File: config.mk
export PLATFORM = sky130hd
export DESIGN_NAME = music_seq_ctrl
export DESIGN_NICKNAME = d
export VERILOG_FILES = /design/src/rtl/music_seq_ctrl.sv
export SDC_FILE = /design/constraint.sdc
export NUM_CORES = 1
export LEC_CHECK = 0
export BUFFER_PORTS_ARGS = -buffer_cell sky130_fd_sc_hd__buf_4
export CORE_ASPECT_RATIO = 0.6
export CORE_MARGIN = 4
export CORE_UTILIZATION = 45
export CTS_CLUSTER_SIZE = 14
export DETAILED_ROUTE_END_ITERATION = 12
export PLACE_DENSITY = 0.69
export REMOVE_ABC_BUFFERS = 1
export SYNTH_ARGS = -nofsm -noshare
export SYNTH_HDL_FRONTEND = slang
export SYNTH_SLANG_ARGS = --single-unit
File: constraint.sdc
create_clock -name clk -period 5.1 [get_ports clk]
set_clock_uncertainty 0.2 [all_clocks]
set_input_delay 0 -clock clk [delete_from_list [all_inputs] [get_ports clk]]
set_output_delay 0 -clock clk [all_outputs]
set_load 0.1 [all_outputs]
File: src/rtl/music_seq_ctrl.sv
// Beat sequencer for the music player: divides the system clock down to beat
// rate, steps a beat index through the selected song, and handles start, stop,
// pause, looping and end-of-song. All outputs come straight from flops.
module music_seq_ctrl #(
   parameter logic [31:0] CLK_FREQ  = 32'd100_000_000,
   parameter logic [31:0] BEAT_FREQ = 32'd8,
   parameter logic [8:0]  LEN0      = 9'd128,
   parameter logic [8:0]  LEN1      = 9'd128,
   parameter logic [8:0]  LEN2      = 9'd128,
   parameter logic [8:0]  LEN3      = 9'd128
) (
   input  logic       clk,
   input  logic       reset,
   input  logic       start,
   input  logic       stop,
   input  logic       pause,
   input  logic [1:0] song_sel,
   input  logic       loop_en,
   output logic [7:0] ibeat,
   output logic [1:0] song,
   output logic       beat_tick,
   output logic       playing,
   output logic       done
);

   localparam logic [31:0] DIV      = CLK_FREQ / BEAT_FREQ;
   localparam logic [31:0] DIV_LAST = DIV - 32'd1;

   typedef enum logic [1:0] {
      IDLE  = 2'd0,
      PLAY  = 2'd1,
      PAUSE = 2'd2,
      END   = 2'd3
   } state_t;

   state_t      state;
   state_t      state_nxt;
   logic [31:0] div_cnt;
   logic [31:0] div_nxt;
   logic [7:0]  ibeat_nxt;
   logic [1:0]  song_nxt;
   logic        tick_nxt;
   logic        done_nxt;
   logic        playing_nxt;
   logic        last_beat;

   // Song length in beats for a given song index (1..256, hence 9 bits).
   function automatic logic [8:0] song_len(input logic [1:0] idx);
      logic [8:0] len;
      case (idx)
         2'd0:    len = LEN0;
         2'd1:    len = LEN1;
         2'd2:    len = LEN2;
         default: len = LEN3;
      endcase
      return len;
   endfunction

   // Final beat of the latched song; 9-bit compare so LEN=256 ends at 255.
   assign last_beat = ({1'b0, ibeat} == (song_len(song) - 9'd1));

   // Next-state and next-output logic; stop beats start, start beats pause.
   always_comb begin
      state_nxt = state;
      div_nxt   = div_cnt;
      ibeat_nxt = ibeat;
      song_nxt  = song;
      tick_nxt  = 1'b0;
      done_nxt  = 1'b0;
      if (stop) begin
         state_nxt = IDLE;
         div_nxt   = 32'd0;
         ibeat_nxt = 8'd0;
      end else if (start) begin
         state_nxt = PLAY;
         song_nxt  = song_sel;
         div_nxt   = 32'd0;
         ibeat_nxt = 8'd0;
      end else begin
         case (state)
            PLAY: begin
               // The divider runs on every PLAY cycle, including the one that
               // enters PAUSE, so a beat always spans exactly DIV PLAY cycles.
               if (pause) begin
                  state_nxt = PAUSE;
               end
               if (div_cnt == DIV_LAST) begin
                  div_nxt  = 32'd0;
                  tick_nxt = 1'b1;
                  if (!last_beat) begin
                     ibeat_nxt = ibeat + 8'd1;
                  end else if (loop_en) begin
                     ibeat_nxt = 8'd0;
                  end else begin
                     state_nxt = END;
                     done_nxt  = 1'b1;
                  end
               end else begin
                  div_nxt = div_cnt + 32'd1;
               end
            end
            PAUSE: begin
               if (!pause) begin
                  state_nxt = PLAY;
               end
            end
            default: begin
            end
         endcase
      end
      playing_nxt = (state_nxt == PLAY) || (state_nxt == PAUSE);
   end

   // State register.
   always_ff @(posedge clk or negedge reset) begin
      if (!reset) begin
         state <= IDLE;
      end else begin
         state <= state_nxt;
      end
   end

   // Divider, beat index, latched song and registered status pulses.
   always_ff @(posedge clk or negedge reset) begin
      if (!reset) begin
         div_cnt   <= 32'd0;
         ibeat     <= 8'd0;
         song      <= 2'd0;
         beat_tick <= 1'b0;
         playing   <= 1'b0;
         done      <= 1'b0;
      end else begin
         div_cnt   <= div_nxt;
         ibeat     <= ibeat_nxt;
         song      <= song_nxt;
         beat_tick <= tick_nxt;
         playing   <= playing_nxt;
         done      <= done_nxt;
      end
   end

endmodule

==> metrics.yaml, run 1 <==
layout-drive-gt1-share_pct: 12.6
io_pins: 21
finalCritPeriodShare_pct: 56.1
crit_type: "flop to flop"
clkTransAtPathRegs_ns: 0.08
cts_tree: "done"
finalNonFillerCells: 378
start_util_pct: 48.4
vias: 2029
postCtsSetupBuffers: 0
yosys.area.top_type: "dfrtp_1"
gp_congestion: 0.831
die_area_um2: 6980
n_antenna_cell: 0
wl_um: 5500
rsz0062_at_grt: "false"
via_per_inst: 5.37
syn_to_final_growth_pct: 13.8
die_w_um: 105
track_usage_pct: 17.2
grt-ovfl-total: 0
r2r_slack_ns: 2.24
synth-warning-count: 0
p_leak_uw: 0.00115
layout_common_cells: "47 x dfrtp_1, 42 x nor2_1, 25 x nand2_1"
antenna_found_initial: 0
fp.dieH_um: 66.4
timing.rr.end: "div_cnt[30]"
grt_pass1_vias: 1880
r2r_start: "state[1]"
required_ns: 5.05
utilization_pct: 55.0
crit_chain: "inv_1 > ha_1 > or3_1 > nand4_1 > nor4_1 > xnor2_1 > nor2_1"
numClockSinks: 47
hold_viol: 0
synth_seq_cells: 47
hold_slack_ns: 0.0465
cts_root_buf: "clkbuf_8"
setup_violations: 0
dp_hpwl_um: 3910
finalNetCount: 314
core.rowCount: 20
min_path_type: "input pin to async pin"
place_area_um2: 2750
final-max-slew-violation-count: 0
power-per-cell-area_nw_per_um2: 226
synth.distinct_cells: 41
clock_latency_ns: 0.29
ant_nets: 0
critPathMaxFanout: 11
synth_edf_count: 0
portBuffers: 20
synthTopCellsByArea: "dfrtp_1 46%, xnor2_1 6.9%, nor2_1 6.2%, nand2_1 3.7%, nand3_1 3.3%"
vdd_ir_drop_max_mv: 0.109
wl_per_cell_um: 14.6
maxSlewHeadroom_pct: 38.1
dp_cells: 364
worstPathArrival_ns: 2.81
async_flop_share_pct: 100
cts_resized: 0
fin_setup_tns_ns: 0
coreArea_um2: 5280
grt_max_degree: 48
endpoint_kind: "flop"
cts_buffers: 5
seq_area_frac_synth_pct: 46.1
crit_slowest_cell: "nand4_1"
fmax_ghz: 0.349
drc_errors: 0
cts_max_level: 2
cts_buffer_depth: 2
syn_inst: 277
grt_pass1_wl_um: 9500
finalCriticalPeriod_ns: 2.86
r2r_cells: 7
dr.pass1.iters: 6
final_common_cell: "dfrtp_1"
synth_top_area_share_pct: 46.1
synth_area_um2: 2550
tightest_slew_ns: 0.927
ys.flop_type: "dfrtp_1"
cp-start-kind: "flop"
avgSynthCellArea_um2: 9.22
critPathMaxStageDelay_ns: 0.55
crit_buf_inv: 1
first_iter_violations: 134
fillers: 463
drv_cap: 0
postLayoutCellArea_um2: 2910
critical-path-top-delay-family: "simple AND/OR/NAND/NOR gates"
status: "finished clean"
[state kept, by name, summed over array words and instances, names as in the netlist]
register and count:
playing 1, beat_tick 1, div_cnt 32, song 2
done 1, ibeat 8, state 2
[per-layer routing]
layer | vias up | share of wire, % | global-route usage, %
met1 | 947 | 55 | 26.8
met5 | - | 0 | 0
met4 | 0 | 0.71 | 3.44
met2 | 54 | 39 | 23.2
met3 | 6 | 5.5 | 4.78
li1 | 1022 | - | -
[cell families after synthesis]
logic type / synth area share (%)
fa+ha+maj: 1.96
compound gates: 5.73
simple gates: 31.3
xor+xnor: 9.60
mux: 2.11
flops: 46.1
buf+inv: 3.28
[report_power, final]
part | internal [uW] | switching [uW] | leakage (uW)
Clock | 91.7 | 118 | 0.0000371
Sequential | 376 | 2.66 | 0.000649
Combinational | 20.1 | 48.4 | 0.000462
[worst max-delay path by stage]
stage | slack (ns) | cells past startpoint | startpoint | to
floorplan | 2.02 | 6 | ibeat[0] | playing
global placement | 2.35 | 7 | state[1] | div_cnt[30]
detailed placement | 2.29 | 7 | state[1] | div_cnt[30]
CTS | 2.27 | 7 | state[1] | div_cnt[30]
global route | 2.02 | 7 | state[1] | div_cnt[30]
finish | 2.24 | 7 | state[1] | div_cnt[30]
[synthesized netlist by cell type (3+ instances only)]
cell / n
and4_1: 5
nor2_1: 42
nand2_1: 25
nor4b_1: 3
xnor2_1: 20
ha_1: 4
xor2_1: 8
or2_2: 3
and3_1: 3
and4_2: 3
nand3_1: 17
nor4_1: 10
nor3_1: 8
dfrtp_1: 47
a21oi_1: 8
clkbuf_1: 7
mux2_2: 3
o21ai_0: 5
or3_1: 7
inv_1: 10
nand4_1: 12
[through the flow]
| step | total power, uW | worst slack (ns) |
|---|---|---|
| detailed placement | 451 | 2.29 |
| CTS | 662 | 2.27 |
| floorplan | 427 | 2.02 |
| global placement | 450 | 2.35 |
| global route | 686 | 2.02 |
| finish | 657 | 2.24 |
[cell type report]
type                    count  area, um2  share of cell area [%]
clock buffers               6       72.6                    2.50
inverters                  10       37.5                    1.29
multi-input cells         210       1290                    44.5
flip-flops and latches     47       1180                    40.5
well taps                  77       96.3                    3.31
repair buffers             28        230                    7.92
[what timing repair did]
action                                  4_1_cts  5_1_grt
endpoints found under the setup margin        0        0
endpoints found under the hold margin        57        0
hold buffers                                  8        0
No activity file was read; power rests on OpenSTA's default activity.
==> inputs of run 2 (changes only) <==
--- a/config.mk
+++ b/config.mk
@@ -11,7 +11,7 @@
 export CORE_UTILIZATION = 45
 export CTS_CLUSTER_SIZE = 14
 export DETAILED_ROUTE_END_ITERATION = 12
-export PLACE_DENSITY = 0.69
+export PLACE_DENSITY = 0.71
 export REMOVE_ABC_BUFFERS = 1
 export SYNTH_ARGS = -nofsm -noshare
 export SYNTH_HDL_FRONTEND = slang
==> constraint.sdc (replaced) <==
create_clock -name clk -period 2.6 [get_ports clk]
set_clock_uncertainty 0.2 [all_clocks]
set_input_delay 0 -clock clk [delete_from_list [all_inputs] [get_ports clk]]
set_output_delay 0 -clock clk [all_outputs]
set_load 0.1 [all_outputs]
==> run 2 against run 1 <==
Compared with the run above:
- utilization grew 1.7 points
- highest routed layer unchanged
- clock power grew 100%
- maximum frequency grew 16%
==> metrics.yaml, run 2 (synthesized netlist as in run 1, its figures left out) <==
status: "finished clean"
io_pins: 21  # unchanged
endpoint_kind: "flop"
finalNonFillerCells: 387  # +2.4%
final-max-slew-violation-count: 0  # unchanged
drv_cap: 0  # unchanged
start_util_pct: 48.4  # unchanged
cts_tree: "done"
layout_common_cells: "47 x dfrtp_1, 42 x nor2_1, 26 x buf_4"
seq_area_um2: 1180  # unchanged
place_area_um2: 2820  # +2.4%
ant_nets: 0  # unchanged
p_leak_uw: 0.00119  # +3.8%
final_common_cell: "dfrtp_1"
grt_pass1_wl_um: 9830  # +3.4%
maxSlewHeadroom_pct: 59.9  # +22 points
finalNetCount: 321  # +2.2%
rsz0062_at_grt: "false"
cts_max_level: 2  # unchanged
min_path_type: "input pin to async pin"
multi_input_area_um2: 1310  # +1.4%
switching_share_pct: 26.0  # +0.37 points
worstPathArrival_ns: 2.46  # -0.35 ns
seqPwrFrac_pct: 56.6  # -1.1 points
p_int_uw: 972  # +99%
portBuffers: 20  # unchanged
cp-start-kind: "flop"
pre_cts_slack_ns: 0.0888  # -2.20 ns
via_per_inst: 5.41  # +0.71%
finalCritPeriodShare_pct: 95.1  # +39 points
power-per-cell-area_nw_per_um2: 438  # +94%
clockPowerShare_pct: 32.6  # +0.7 points
n_antenna_cell: 0  # unchanged
grt-ovfl-total: 0  # unchanged
wl_per_cell_um: 15.0  # +3.0%
cts_buffers: 5  # unchanged
tightest_slew_ns: 0.601  # -0.326 ns
hold_viol: 0  # unchanged
drc_errors: 0  # unchanged
power.switching_uw: 342  # +100%
finalPower_uw: 1310  # +100%
die_area_um2: 6980  # unchanged
clkTransAtPathRegs_ns: 0.09  # about the same
syn_to_final_growth_pct: 17.4
finalCriticalPeriod_ns: 2.47  # -0.389 ns
cts_buffer_depth: 2  # unchanged
crit_type: "flop to flop"
vdd_ir_drop_max_mv: 0.275  # +150%
dp_cells: 371  # +1.9%
layout-drive-gt1-share_pct: 16.1  # +3.5 points
largestRegisters: "div_cnt (32), ibeat (8)"
dr.pass1.iters: 4  # -2
setup_violations: 0  # unchanged
regMostFlops: "div_cnt"
antenna_found_initial: 0  # unchanged
track_usage_pct: 17.8  # +0.65 points
power_frac_comb_pct: 10.8  # +0.4 points
dp_hpwl_um: 4110  # +5.2%
clock_latency_ns: 0.30  # about the same
grt_pass1_vias: 1905  # +1.3%
gp_congestion: 0.852  # +2.5%
required_ns: 2.59  # -2.46 ns
worst_slack_ns: 0.127  # -2.11 ns
postLayoutCellArea_um2: 3000  # +3.1%
fmax_ghz: 0.404  # +16%
fillers: 461  # -0.43%
grt_max_degree: 48  # unchanged
numClockSinks: 47  # unchanged
first_iter_violations: 150  # +12%
fp.dieH_um: 66.4  # unchanged
critPathMaxFanout: 5  # -6
coreArea_um2: 5280  # unchanged
cts_root_buf: "clkbuf_8"
utilization_pct: 56.8  # +1.7 points
die_w_um: 105  # unchanged
core.rowCount: 20  # unchanged
vias: 2092  # +3.1%
largest_reg_flops: 32  # unchanged
wl_um: 5800  # +5.4%
## run 2: cell count changes in the layout (fill, tap and decap cells not counted), sizes merged
cell	before	now
buf	20	27
clkbuf	6	7
clkinv	0	1
## run 2: metal layers
layer	routed length [um]	global-route usage [%]	vias up
met4	29	3.44	0
met5	0	0	-
met3	428	4.00	4
met2	2280	24.3	63
li1	-	-	1036
met1	3070	28.3	989
## run 2: area by class of cell
class	instances	share of cell area (%)
Multi-Input combinational cell	210	43.7
Sequential cell	47	39.2
Timing Repair Buffer	35	9.85
Tap cell	77	3.21
Clock buffer	7	2.55
Inverter	10	1.25
Clock inverter	1	0.167
## run 2: power groups by stage
stage | Combinational, uW | Sequential [uW] | Clock (uW)
after floorplan | 35.8 | 801 | 0
after global placement | 132 | 758 | 0
after detailed placement | 134 | 758 | 0
after CTS | 144 | 744 | 442
after global routing | 155 | 746 | 478
final | 142 | 744 | 428
## run 2: metrics by stage
step | TNS (ns) | hold WS, ns
finish | 0 | 0.0255
global route | 0 | 0.104
CTS | 0 | 0.0602
detailed placement | 0 | -0.146
global placement | 0 | -0.152
floorplan | -0.916 | -0.496
## run 2: path summary, 6_finish.rpt
check / slack [ns] / depth (start not counted) / startpoint / endpoint
setup / recovery: 0.13 / 6 / ibeat[1] / playing
min in group clk: 0.29 / 3 / song_sel[1] / song[1]
hold reg to reg: 0.32 / 1 / song[0] / song[0]
setup reg to reg: 0.13 / 6 / ibeat[1] / playing
hold / removal: 0.03 / 2 / reset / div_cnt[2]
max in group asynchronous: 1.74 / 2 / reset / div_cnt[18]
## run 2: timing repair
| action | in CTS | in global routing |
|---|---|---|
| resized for setup | 0 | 4 |
| buffers inserted | 0 | 0 |
| endpoints found under the setup margin | 0 | 2 |
| hold buffers | 8 | 0 |
| endpoints found under the hold margin | 57 | 0 |
## run 2: critical path, stage by stage (launching register included)
cell and delay (ns):
dfrtp_1 0.42, ha_2 0.24, nand4_1 0.14, or4_4 0.54, nor4_1 0.30, o31a_1 0.19
mux2_2 0.33
==> inputs of run 3 (changes only) <==
--- a/config.mk
+++ b/config.mk
@@ -5,6 +5,7 @@
 export SDC_FILE = /design/constraint.sdc
 export NUM_CORES = 1
 export LEC_CHECK = 0
+export ABC_AREA = 1
 export BUFFER_PORTS_ARGS = -buffer_cell sky130_fd_sc_hd__buf_4
 export CORE_ASPECT_RATIO = 0.6
 export CORE_MARGIN = 4
==> constraint.sdc (replaced) <==
create_clock -name clk -period 2.6 [get_ports clk]
set_clock_uncertainty 0.2 [all_clocks]
set_input_delay 0 -clock clk [delete_from_list [all_inputs] [get_ports clk]]
set_output_delay 0 -clock clk [all_outputs]
set_load 0.02 [all_outputs]
==> run 3 against run 2 <==
Compared with the run above:
- synthesized cell count increased by 45%
- synthesized area rose by 14%
- largest cell class unchanged
- wire length is 25% higher
- final cell count is 34% higher
- sequential power up 2%
- register-to-register slack improved by 0.04 ns
- via count grew 29%
- largest power group unchanged
- first-iteration DRC count rose by 59%
- design area up 11%
==> metrics.yaml, run 3 <==
status: "finished clean"
power-per-cell-area_nw_per_um2: 412  # -6.0%
endpoint_kind: "flop"
critPathMaxFanout: 4  # -1
synth_top_area_share_pct: 40.3  # -5.7 points
rsz0062_at_grt: "false"
core.rowCount: 22  # +10%
die_w_um: 112  # +6.3%
grt_pass1_vias: 2424  # +27%
dr.pass1.iters: 5  # +1
required_ns: 2.64  # +0.05 ns
start_util_pct: 47.1  # -1.3 points
crit_type: "flop to flop"
synthTopCellsByArea: "dfrtp_1 40%, nand2_1 13%, nor2_1 7.6%, inv_1 6.4%, nand3_1 3.8%"
min_path_type: "input pin to async pin"
layout-drive-gt1-share_pct: 16.1  # unchanged
dp_hpwl_um: 5450  # +33%
final_common_cell: "nand2_1"
largest_reg_flops: 32  # unchanged
wl_um: 7230  # +25%
clock_latency_ns: 0.30  # about the same
hold_viol: 0  # unchanged
drc_errors: 0  # unchanged
track_usage_pct: 18.9  # +1.1 points
regMostFlops: "div_cnt"
vias: 2701  # +29%
finalCritPeriodShare_pct: 93.5  # -1.6 points
ys.flop_type: "dfrtp_1"
numClockSinks: 47  # unchanged
grt_max_degree: 48  # unchanged
synth_seq_cells: 47  # unchanged
r2r_cells: 10  # +4
first_iter_violations: 239  # +59%
coreArea_um2: 6190  # +17%
layout_common_cells: "98 x nand2_1, 58 x nor2_1, 50 x inv_1"
cts_root_buf: "clkbuf_8"
cts_buffers: 5  # unchanged
finalNetCount: 446  # +39%
yosysMostFrequentCell: "nand2_1"
wl_per_cell_um: 13.9  # -6.9%
yosys.area.top_type: "dfrtp_1"
p_leak_uw: 0.00149  # +25%
synth-warning-count: 0  # unchanged
n_antenna_cell: 0  # unchanged
fmax_ghz: 0.411  # +1.7%
via_per_inst: 5.21  # -3.5%
gp_congestion: 1.02  # +20%
grt_pass1_wl_um: 12100  # +23%
syn_to_final_growth_pct: 14.6
worstPathArrival_ns: 2.47  # about the same
utilization_pct: 54.0  # -2.8 points
drv_cap: 0  # unchanged
cts_buffer_depth: 2  # unchanged
io_pins: 21  # unchanged
vdd_ir_drop_max_mv: 0.350  # +27%
setup_violations: 0  # unchanged
largestRegisters: "div_cnt (32), ibeat (8)"
yosys-top-cells-count: "98 x nand2_1, 59 x nor2_1, 50 x inv_1"
synth_edf_count: 0  # unchanged
grt-ovfl-total: 0  # unchanged
seq_area_frac_synth_pct: 40.3  # -5.7 points
maxSlewHeadroom_pct: 60.7  # +0.76 points
portBuffers: 20  # unchanged
cts_tree: "done"
tightest_slew_ns: 0.590  # -0.0114 ns
avgSynthCellArea_um2: 7.27  # -21%
cts_max_level: 2  # unchanged
final-max-slew-violation-count: 0  # unchanged
ant_nets: 0  # unchanged
antenna_found_initial: 0  # unchanged
die_area_um2: 7870  # +13%
postCtsSetupBuffers: 0  # unchanged
async_flop_share_pct: 100  # unchanged
cp-start-kind: "flop"
finalCriticalPeriod_ns: 2.43  # -0.0408 ns
synth_area_um2: 2920  # +14%
synth.distinct_cells: 33  # -20%
fp.dieH_um: 70.3  # +6.0%
clkTransAtPathRegs_ns: 0.08  # about the same
syn_inst: 401  # +45%
fin_setup_tns_ns: 0  # unchanged
==> run 3: layer usage <==
| layer | share of wire [%] | routed length, um | global-route usage [%] | vias up |
|---|---|---|---|---|
| li1 | - | - | - | 1338 |
| met1 | 55 | 3940 | 31.7 | 1256 |
| met2 | 38 | 2730 | 24.2 | 100 |
| met3 | 6.9 | 497 | 4.24 | 7 |
| met4 | 0.79 | 57 | 2.97 | 0 |
| met5 | 0 | 0 | 0 | - |
==> run 3: cell families (layout without fill, tap and decap cells) <==
group | Yosys count | in the layout | share of synthesized area [%]
AO/OA/AOI/OAI | 40 | 40 | 8.20
XOR/XNOR | 10 | 10 | 3.00
adder cells (fa/ha/maj) | 4 | 4 | 1.72
buffers and inverters | 59 | 92 | 8.24
flip-flops | 47 | 47 | 40.3
multiplexers | 2 | 2 | 0.772
AND/OR/NAND/NOR | 239 | 239 | 37.7
==> run 3: path summary, 6_finish.rpt <==
kind / start / end / slack, ns
worst min register to register: div_cnt[1] / div_cnt[1] / 0.32
worst max register to register: ibeat[1] / state[0] / 0.17
worst min-delay path: reset / div_cnt[4] / 0.05
worst max-delay path: ibeat[1] / state[0] / 0.17
min in group clk: div_cnt[1] / div_cnt[1] / 0.32
max in group asynchronous: reset / song[0] / 1.76
==> run 3: stage by stage <==
step	setup slack (ns)	cells	instance area, um2	power (uW)	hold WS (ns)
floorplan	0.686	395	2880	862	-0.496
global placement	0.294	500	3140	924	-0.156
detailed placement	0.280	500	3140	928	-0.153
CTS	0.143	518	3340	1390	0.0562
global route	0.00973	518	3340	1440	0.0991
finish	0.168	518	3340	1380	0.0477
==> run 3: area by class of cell <==
type / instances / area (um2)
clock buffers: 6 / 82.6
clock inverters: 1 / 5.00
fillers: 607 / 2850
inverters: 53 / 204
multi-input cells: 295 / 1500
flip-flops and latches: 47 / 1180
well taps: 84 / 105
repair buffers: 32 / 268
==> run 3: repair_timing <==
item,4_1_cts,5_1_grt
resized for setup,0,1
endpoints found under the setup margin,0,1
hold buffers,11,0
endpoints found under the hold margin,64,0
==> run 3: critical path, cell delays in order, from the launching register on <==
cell           delay (ns)
dfrtp_1              0.41
ha_1                 0.19
nand2_1              0.10
nor2_2               0.15
nand2_1              0.11
nor2_1               0.19
nand3_1              0.16
nand2_1              0.09
nand2_1              0.08
a21oi_1              0.13
dlygate4sd3_1        0.56
==> run 3: where the power goes <==
| part | total (uW) | internal (uW) | switching [uW] |
|---|---|---|---|
| combinational | 171 | 63.1 | 108 |
| sequential | 762 | 749 | 12.3 |
| clock | 445 | 209 | 236 |
